File: config.mk
export PLATFORM = sky130hd
export DESIGN_NAME = alu_mdu_controller
export DESIGN_NICKNAME = d
export VERILOG_FILES = /design/src/rtl/alu_mdu_controller.sv
export SDC_FILE = /design/constraint.sdc
export NUM_CORES = 1
export LEC_CHECK = 0
export ABC_AREA = 1
export BUFFER_PORTS_ARGS = -buffer_cell sky130_fd_sc_hd__buf_2
export CORE_MARGIN = 4
export CORE_UTILIZATION = 39
export CTS_BUF_LIST = sky130_fd_sc_hd__clkbuf_4 sky130_fd_sc_hd__clkbuf_8
export DETAILED_ROUTE_END_ITERATION = 10
export PLACE_DENSITY = 0.53
export RECOVER_POWER = 25
export SYNTH_ARGS = -nofsm -noshare
export SYNTH_HDL_FRONTEND = slang
export SYNTH_SLANG_ARGS = --single-unit
File: constraint.sdc
create_clock -name clk -period 8.1 [get_ports clk]
set_input_delay 0 -clock clk [delete_from_list [all_inputs] [get_ports clk]]
set_output_delay 0 -clock clk [all_outputs]
set_load 0.02 [all_outputs]
File: src/rtl/alu_mdu_controller.sv
// ALU operation decoder plus an iterative multiply/divide unit (one shift-add or
// restoring-subtract step per cycle, sign fix-up in a final cycle).
module alu_mdu_controller #(
   parameter int WIDTH = 32
) (
   input  logic             clk,
   input  logic             reset,
   input  logic [1:0]       ALUOp,
   input  logic [6:0]       Funct7,
   input  logic [2:0]       Funct3,
   input  logic             IsRType,
   input  logic [WIDTH-1:0] SrcA,
   input  logic [WIDTH-1:0] SrcB,
   input  logic             in_valid,
   output logic             in_ready,
   output logic [3:0]       Operation,
   output logic             BranchInvert,
   output logic             Stall,
   output logic             out_valid,
   output logic [WIDTH-1:0] MduResult
);

   // state  | meaning
   // IDLE   | waiting for a request; only state with in_ready=1
   // BUSY   | WIDTH multiply/divide iteration steps
   // FIX    | sign correction and result select
   // DONE   | out_valid pulse, result registered
   typedef enum logic [1:0] {IDLE, BUSY, FIX, DONE} state_t;

   localparam int CW = $clog2(WIDTH);
   localparam logic [WIDTH-1:0] MOST_NEG = {1'b1, {(WIDTH-1){1'b0}}};

   localparam logic [3:0] OP_ADD    = 4'b0000;
   localparam logic [3:0] OP_SUB    = 4'b0001;
   localparam logic [3:0] OP_SLL    = 4'b0010;
   localparam logic [3:0] OP_SLT    = 4'b0011;
   localparam logic [3:0] OP_SLTU   = 4'b0100;
   localparam logic [3:0] OP_XOR    = 4'b0101;
   localparam logic [3:0] OP_SRL    = 4'b0110;
   localparam logic [3:0] OP_SRA    = 4'b0111;
   localparam logic [3:0] OP_OR     = 4'b1000;
   localparam logic [3:0] OP_AND    = 4'b1001;
   localparam logic [3:0] OP_PASSB  = 4'b1010;
   localparam logic [3:0] OP_CMPEQ  = 4'b1100;
   localparam logic [3:0] OP_CMPLT  = 4'b1101;
   localparam logic [3:0] OP_CMPLTU = 4'b1110;

   state_t           state;
   logic [CW-1:0]    cnt;
   logic [2:0]       op;
   logic             neg;
   logic [WIDTH-1:0] acc;
   logic [WIDTH-1:0] lo;
   logic [WIDTH-1:0] mcand;
   logic [WIDTH-1:0] result;
   logic             valid_r;

   logic             is_mdu;
   logic             accept;
   logic             a_signed, b_signed, neg_in;
   logic [WIDTH-1:0] mag_a, mag_b;
   logic             div_zero, div_ovf;
   logic [WIDTH:0]   sum;
   logic [WIDTH:0]   rem_shift;
   logic             no_borrow;
   logic [WIDTH-1:0] diff;
   logic [2*WIDTH-1:0] prod, prod_fix;
   logic [WIDTH-1:0] div_sel, fix_result;

   assign is_mdu       = (ALUOp == 2'b10) && IsRType && (Funct7 == 7'b0000001);
   assign BranchInvert = (ALUOp == 2'b01) && Funct3[0];

   always_comb begin
      Operation = OP_ADD;
      case (ALUOp)
         2'b00: Operation = OP_ADD;
         2'b11: Operation = OP_PASSB;
         2'b01: begin
            case (Funct3[2:1])
               2'b00:   Operation = OP_CMPEQ;
               2'b10:   Operation = OP_CMPLT;
               2'b11:   Operation = OP_CMPLTU;
               default: Operation = OP_ADD;
            endcase
         end
         default: begin
            if (!is_mdu) begin
               case (Funct3)
                  3'b000:  Operation = (IsRType && Funct7 == 7'b0100000) ? OP_SUB : OP_ADD;
                  3'b001:  Operation = OP_SLL;
                  3'b010:  Operation = OP_SLT;
                  3'b011:  Operation = OP_SLTU;
                  3'b100:  Operation = OP_XOR;
                  3'b101:  Operation = (Funct7 == 7'b0100000) ? OP_SRA : OP_SRL;
                  3'b110:  Operation = OP_OR;
                  default: Operation = OP_AND;
               endcase
            end
         end
      endcase
   end

   // Operands are converted to magnitudes at accept; neg records the result sign flip.
   assign a_signed = (Funct3 == 3'b001) || (Funct3 == 3'b010) || (Funct3 == 3'b100) || (Funct3 == 3'b110);
   assign b_signed = (Funct3 == 3'b001) || (Funct3 == 3'b100);
   assign mag_a    = (a_signed && SrcA[WIDTH-1]) ? -SrcA : SrcA;
   assign mag_b    = ((b_signed || Funct3 == 3'b110) && SrcB[WIDTH-1]) ? -SrcB : SrcB;
   assign neg_in   = (a_signed && SrcA[WIDTH-1]) ^ (b_signed && SrcB[WIDTH-1]);
   assign div_zero = Funct3[2] && (SrcB == '0);
   assign div_ovf  = Funct3[2] && !Funct3[0] && (SrcA == MOST_NEG) && (SrcB == '1);
   assign accept   = (state == IDLE) && in_valid && is_mdu;

   assign sum       = {1'b0, acc} + (lo[0] ? {1'b0, mcand} : '0);
   assign rem_shift = {acc, lo[WIDTH-1]};
   assign no_borrow = rem_shift >= {1'b0, mcand};
   assign diff      = rem_shift[WIDTH-1:0] - mcand;

   assign prod     = {acc, lo};
   assign prod_fix = neg ? -prod : prod;
   assign div_sel  = op[1] ? acc : lo;

   always_comb begin
      fix_result = '0;
      if (op[2])
         fix_result = neg ? -div_sel : div_sel;
      else if (op[1:0] == 2'b00)
         fix_result = prod_fix[WIDTH-1:0];
      else
         fix_result = prod_fix[2*WIDTH-1:WIDTH];
   end

   always_ff @(posedge clk or posedge reset) begin
      if (reset) begin
         state   <= IDLE;
         cnt     <= '0;
         op      <= '0;
         neg     <= 1'b0;
         acc     <= '0;
         lo      <= '0;
         mcand   <= '0;
         result  <= '0;
         valid_r <= 1'b0;
      end else begin
         valid_r <= 1'b0;
         case (state)
            IDLE: begin
               if (accept) begin
                  op    <= Funct3;
                  neg   <= neg_in;
                  acc   <= '0;
                  lo    <= mag_a;
                  mcand <= mag_b;
                  cnt   <= CW'(WIDTH - 1);
                  if (div_zero) begin
                     result  <= Funct3[1] ? SrcA : '1;
                     valid_r <= 1'b1;
                     state   <= DONE;
                  end else if (div_ovf) begin
                     result  <= Funct3[1] ? '0 : MOST_NEG;
                     valid_r <= 1'b1;
                     state   <= DONE;
                  end else begin
                     state <= BUSY;
                  end
               end
            end
            BUSY: begin
               if (op[2]) begin
                  acc <= no_borrow ? diff : rem_shift[WIDTH-1:0];
                  lo  <= {lo[WIDTH-2:0], no_borrow};
               end else begin
                  acc <= sum[WIDTH:1];
                  lo  <= {sum[0], lo[WIDTH-1:1]};
               end
               if (cnt == '0)
                  state <= FIX;
               else
                  cnt <= cnt - 1'b1;
            end
            FIX: begin
               result  <= fix_result;
               valid_r <= 1'b1;
               state   <= DONE;
            end
            default: state <= IDLE;
         endcase
      end
   end

   assign in_ready  = (state == IDLE);
   assign Stall     = (state == BUSY) || (state == FIX) || accept;
   assign out_valid = valid_r;
   assign MduResult = result;

endmodule

==> impl_results.rst <==
.. list-table::
   :header-rows: 1

   * - Metric
     - Value
   * - CTS HTree Levels
     - 4
   * - Average wire per cell in the routed design
     - 20.84 um
   * - Layout Cells excl Fill
     - 3802
   * - Share of cells above drive strength 1
     - 7.508%
   * - Area growth from synthesis to layout
     - 12.63%
   * - Post-Syn Instances
     - 3068
   * - Total power of the final layout
     - 6.135 mW
   * - Overall via count from detail_route
     - 21230
   * - DRC violations left
     - 0
   * - Pin count of the biggest net entering global routing
     - 78
   * - Initial cell density of the core
     - 39.58%
   * - Post-Synth Simple-Gate Area
     - 40.94%
   * - Portion of netlist area occupied by mux cells
     - 0%
   * - Instance count along the most critical hold path
     - 4
   * - Clock tree from TritonCTS
     - yes
   * - Die Area
     - 48440 um^2
   * - Final setup skew
     - 0.01417 ns
   * - Run status
     - complete, but fails checks
   * - Maximum clock rate
     - 264.1 MHz
   * - Total CTS buffers
     - 17
   * - Number of nets in the layout
     - 3354
   * - Worst reg-to-reg path cell count
     - 19
   * - Number of input and output port buffers inserted
     - 119
   * - Maximum VDD drop
     - 0.3221 mV
   * - Hold endpoint
     - MduResult[13]
   * - Violations in the final reports
     - max-capacitance violations, max-slew violations
   * - Reg2Reg Setup Slack
     - 4.31 ns
   * - Total global routing overflow
     - 0
   * - Standby leakage power
     - 9.866 nW
   * - First-pass GRT wire length
     - 118800 um
   * - Yosys reg bits
     - 140
   * - Avg Inst Size Synth
     - 5.718 um^2
   * - Max-capacitance violation count
     - 1
   * - Worst endpoint data arrival time
     - 4.27 ns
   * - Final critical-path share of the clock period
     - 46.75%
   * - Setup ws final
     - 4.313 ns
   * - Most common cell after layout, fill and taps aside
     - sky130_fd_sc_hd__nand2_1
   * - Compound-Gate Fraction of Synth Area
     - 19.12%
   * - Setup slack after placement
     - 4.462 ns
   * - Routed via count divided by cell count
     - 5.583
   * - Worst setup path class
     - reg2reg
   * - Chip Width
     - 220.1 um
   * - Detailed Routing Iterations Pass 1
     - 6
   * - Top library cells by usage in the layout, fill and taps aside
     - sky130_fd_sc_hd__nand2_1 (860), sky130_fd_sc_hd__inv_1 (382), sky130_fd_sc_hd__nor2_1 (346)
   * - Post-synth top flop
     - sky130_fd_sc_hd__dfrtp_1
   * - Launching element type of the critical path
     - register
   * - Slowest cell on the critical path
     - sky130_fd_sc_hd__dfrtp_1
   * - Worst path max stage delay
     - 0.51 ns
   * - Async set-reset flop share out of synthesis
     - 100.0%
   * - Violation count after the first detailed-route iteration
     - 2366
   * - Total track usage
     - 32.37%
   * - Category of cells accounting for the largest share of critical-path delay
     - compound AO/OA/AOI/OAI gates
   * - Synthesized-area fraction occupied by adder cells
     - 5.578%
   * - Cells after DPL
     - 3689
   * - Number of global-route vias before repair
     - 19360
   * - Setup repair after global routing missed its margin
     - false
   * - Number of placement rows
     - 77
   * - Number of synthesis warnings
     - 0
   * - Fin crit period
     - 3.787 ns
   * - Last weighted congestion value of the routability-driven placer
     - 1.003
   * - Largest fanout of any net on the critical path
     - 31
   * - Die Y-Extent
     - 220.1 um
   * - Kind of path behind the tightest hold check
     - in2reg
   * - Core footprint
     - 44320 um^2
   * - Slew Limit Fails
     - 78
   * - Final-layout setup total negative slack
     - 0 ns
   * - Beginning of the worst hold path
     - Funct3[1]
   * - Fraction of synthesized cell area in xor and xnor cells
     - 2.996%
   * - ANT nets after route
     - 0
   * - Library cell used as clock root buffer
     - sky130_fd_sc_hd__clkbuf_8
   * - Post-synthesis net count
     - 3225
   * - Final-layout worst hold slack
     - 0.09789 ns
   * - Combinational family with the most area after synthesis
     - simple AND/OR/NAND/NOR gates
   * - Setup Fix Bufs, Post-CTS
     - 0
   * - Count of final hold-check violations
     - 0
   * - Final Routed Wirelength
     - 79230 um
   * - HPWL after detailed placement
     - 61510 um
   * - Required arrival time at the worst endpoint
     - 8.58 ns
   * - Count of pins on the block boundary
     - 120
   * - Setup Viol. Count Final
     - 0
   * - Power density of the placed cells
     - 310.5 nW/um^2
   * - Number of enable-type register cells in the synthesized netlist
     - 0
   * - Clock slew at the register clock pins of the worst setup and hold paths
     - 0.10 ns
   * - CTS sink count
     - 140
   * - CP Cell Sequence
     - buf_4 -> nand2_1 -> inv_1 -> ha_1 -> inv_1 -> fa_1 -> inv_1 -> nand2_1 -> o21ai_0 -> inv_1 -> o21bai_1 -> nand3_1 -> nand3_1 -> nand2_1 -> nand3_1 -> nand2_1 -> inv_1 -> nand2_1 -> o21ai_0
   * - Worst skew pair latency
     - 0.57 ns
   * - Worst-Margin Slew
     - 4.171 ns
   * - Worst slew margin relative to its limit
     - -179.6%
   * - Reg2reg end
     - acc[23]
   * - Number of buffers between clock root and the deepest sink
     - 2
   * - Share of the yosys chip area belonging to registers
     - 19.97%
   * - RR Startpoint
     - lo[0]
   * - CP Capture Type
     - register
   * - Antenna violations before repair
     - 0
   * - Number of buffer and inverter stages on the critical path
     - 6
   * - Ant. Diodes
     - 0
   * - Netlist Area Pre-Place
     - 17540 um^2
   * - Post-synth cell types
     - 55
sequential cells by signal, indices dropped and copies added (netlist names):
register and cells:
acc 32, op 3, out_valid 1, MduResult 32
neg 1, mcand 32, lo 32, cnt 5
state 2
report_power, final:
part           switching, mW  internal [mW]  leakage [nW]
Sequential             0.376          0.941          1.68
Clock                  0.373          0.346         0.225
Combinational           2.83           1.27          7.96
Total                   3.58           2.56          9.87
tightest hold or removal path, stage by stage:
cell	delay, ns
sky130_fd_sc_hd__buf_2	0.27
sky130_fd_sc_hd__nand2_1	0.14
sky130_fd_sc_hd__a21oi_1	0.06
sky130_fd_sc_hd__a21boi_1	0.13
cell families (layout without fill, tap and decap cells):
group	after synthesis	in the layout
buffers and inverters	502	644
AOI/OAI and AO/OA	611	611
and+or+nand+nor	1678	1678
DFF	140	140
adders and majority gates	77	77
xor gates and xnor gates	60	60
through the flow:
stage,util (%),area [um^2]
4_1_cts,44.60,19770
3_3_place_gp,41.74,18500
3_5_place_dp,41.74,18500
6_report,44.58,19760
2_1_floorplan,-,17540
5_1_grt,44.58,19760
final cells by class:
type | instances | area (um^2)
Clock buffer | 17 | 234.0
Clock inverter | 15 | 226.5
Inverter | 398 | 1495
Multi-Input combinational cell | 2426 | 12050
Fill cell | 4944 | 24560
Tap cell | 592 | 740.7
Timing Repair Buffer | 214 | 1505
Sequential cell | 140 | 3510
worst max path at each step:
stage | startpoint | depth (start not counted) | slack [ns] | end
after global placement | lo[0] | 19 | 4.60 | acc[23]
after detailed placement | lo[0] | 19 | 4.46 | acc[31]
after CTS | lo[0] | 19 | 4.43 | acc[23]
after global routing | reset | 4 | 3.94 | op[2]
after floorplan | reset | 1 | 4.35 | MduResult[0]
final | lo[0] | 19 | 4.31 | acc[23]
cells in the mapped netlist, types with 7 or more instances:
cell type / count / share of area, %
sky130_fd_sc_hd__a21o_1: 7 / 0.30
sky130_fd_sc_hd__inv_1: 383 / 8.2
sky130_fd_sc_hd__clkbuf_1: 52 / 1.1
sky130_fd_sc_hd__nand3_1: 277 / 7.9
sky130_fd_sc_hd__xor2_1: 43 / 2.1
sky130_fd_sc_hd__o21a_1: 10 / 0.43
sky130_fd_sc_hd__o21ai_2: 12 / 0.60
sky130_fd_sc_hd__inv_2: 9 / 0.19
sky130_fd_sc_hd__a22oi_1: 9 / 0.39
sky130_fd_sc_hd__buf_4: 7 / 0.30
sky130_fd_sc_hd__a21boi_1: 17 / 0.73
sky130_fd_sc_hd__nand3b_1: 19 / 0.81
sky130_fd_sc_hd__a31oi_1: 33 / 1.2
sky130_fd_sc_hd__o21ai_0: 257 / 7.3
sky130_fd_sc_hd__o21ai_1: 29 / 0.83
sky130_fd_sc_hd__buf_6: 7 / 0.45
sky130_fd_sc_hd__dfrtp_1: 140 / 20
sky130_fd_sc_hd__nor2_2: 9 / 0.32
sky130_fd_sc_hd__buf_2: 29 / 0.83
sky130_fd_sc_hd__nand2_1: 861 / 18
sky130_fd_sc_hd__nand4_1: 67 / 2.4
sky130_fd_sc_hd__nand2_2: 8 / 0.29
sky130_fd_sc_hd__xnor2_1: 17 / 0.85
sky130_fd_sc_hd__or2_2: 18 / 0.64
sky130_fd_sc_hd__nor3_1: 44 / 1.3
sky130_fd_sc_hd__a21oi_1: 198 / 5.6
sky130_fd_sc_hd__ha_1: 75 / 5.3
sky130_fd_sc_hd__o21bai_1: 16 / 0.68
sky130_fd_sc_hd__nor2_1: 348 / 7.4
sky130_fd_sc_hd__buf_1: 9 / 0.19
layer usage:
metal / routed length, um / GRT usage (%) / vias to the layer above / share of wire, %
met2: 33290 / 47.37 / 891 / 42
li1: - / - / 10330 / -
met1: 37440 / 48.08 / 9934 / 47
met5: 0 / 0 / - / 0
met3: 7075 / 7.625 / 74 / 8.9
met4: 1427 / 7.243 / 0 / 1.8
repair_timing:
item | in CTS | in global routing
hold endpoints to repair | 174 | 0
hold buffers | 81 | 0
endpoints found under the setup margin | 0 | 0
gates resized for setup | 0 | 0
(Power assumes the default switching activity.)
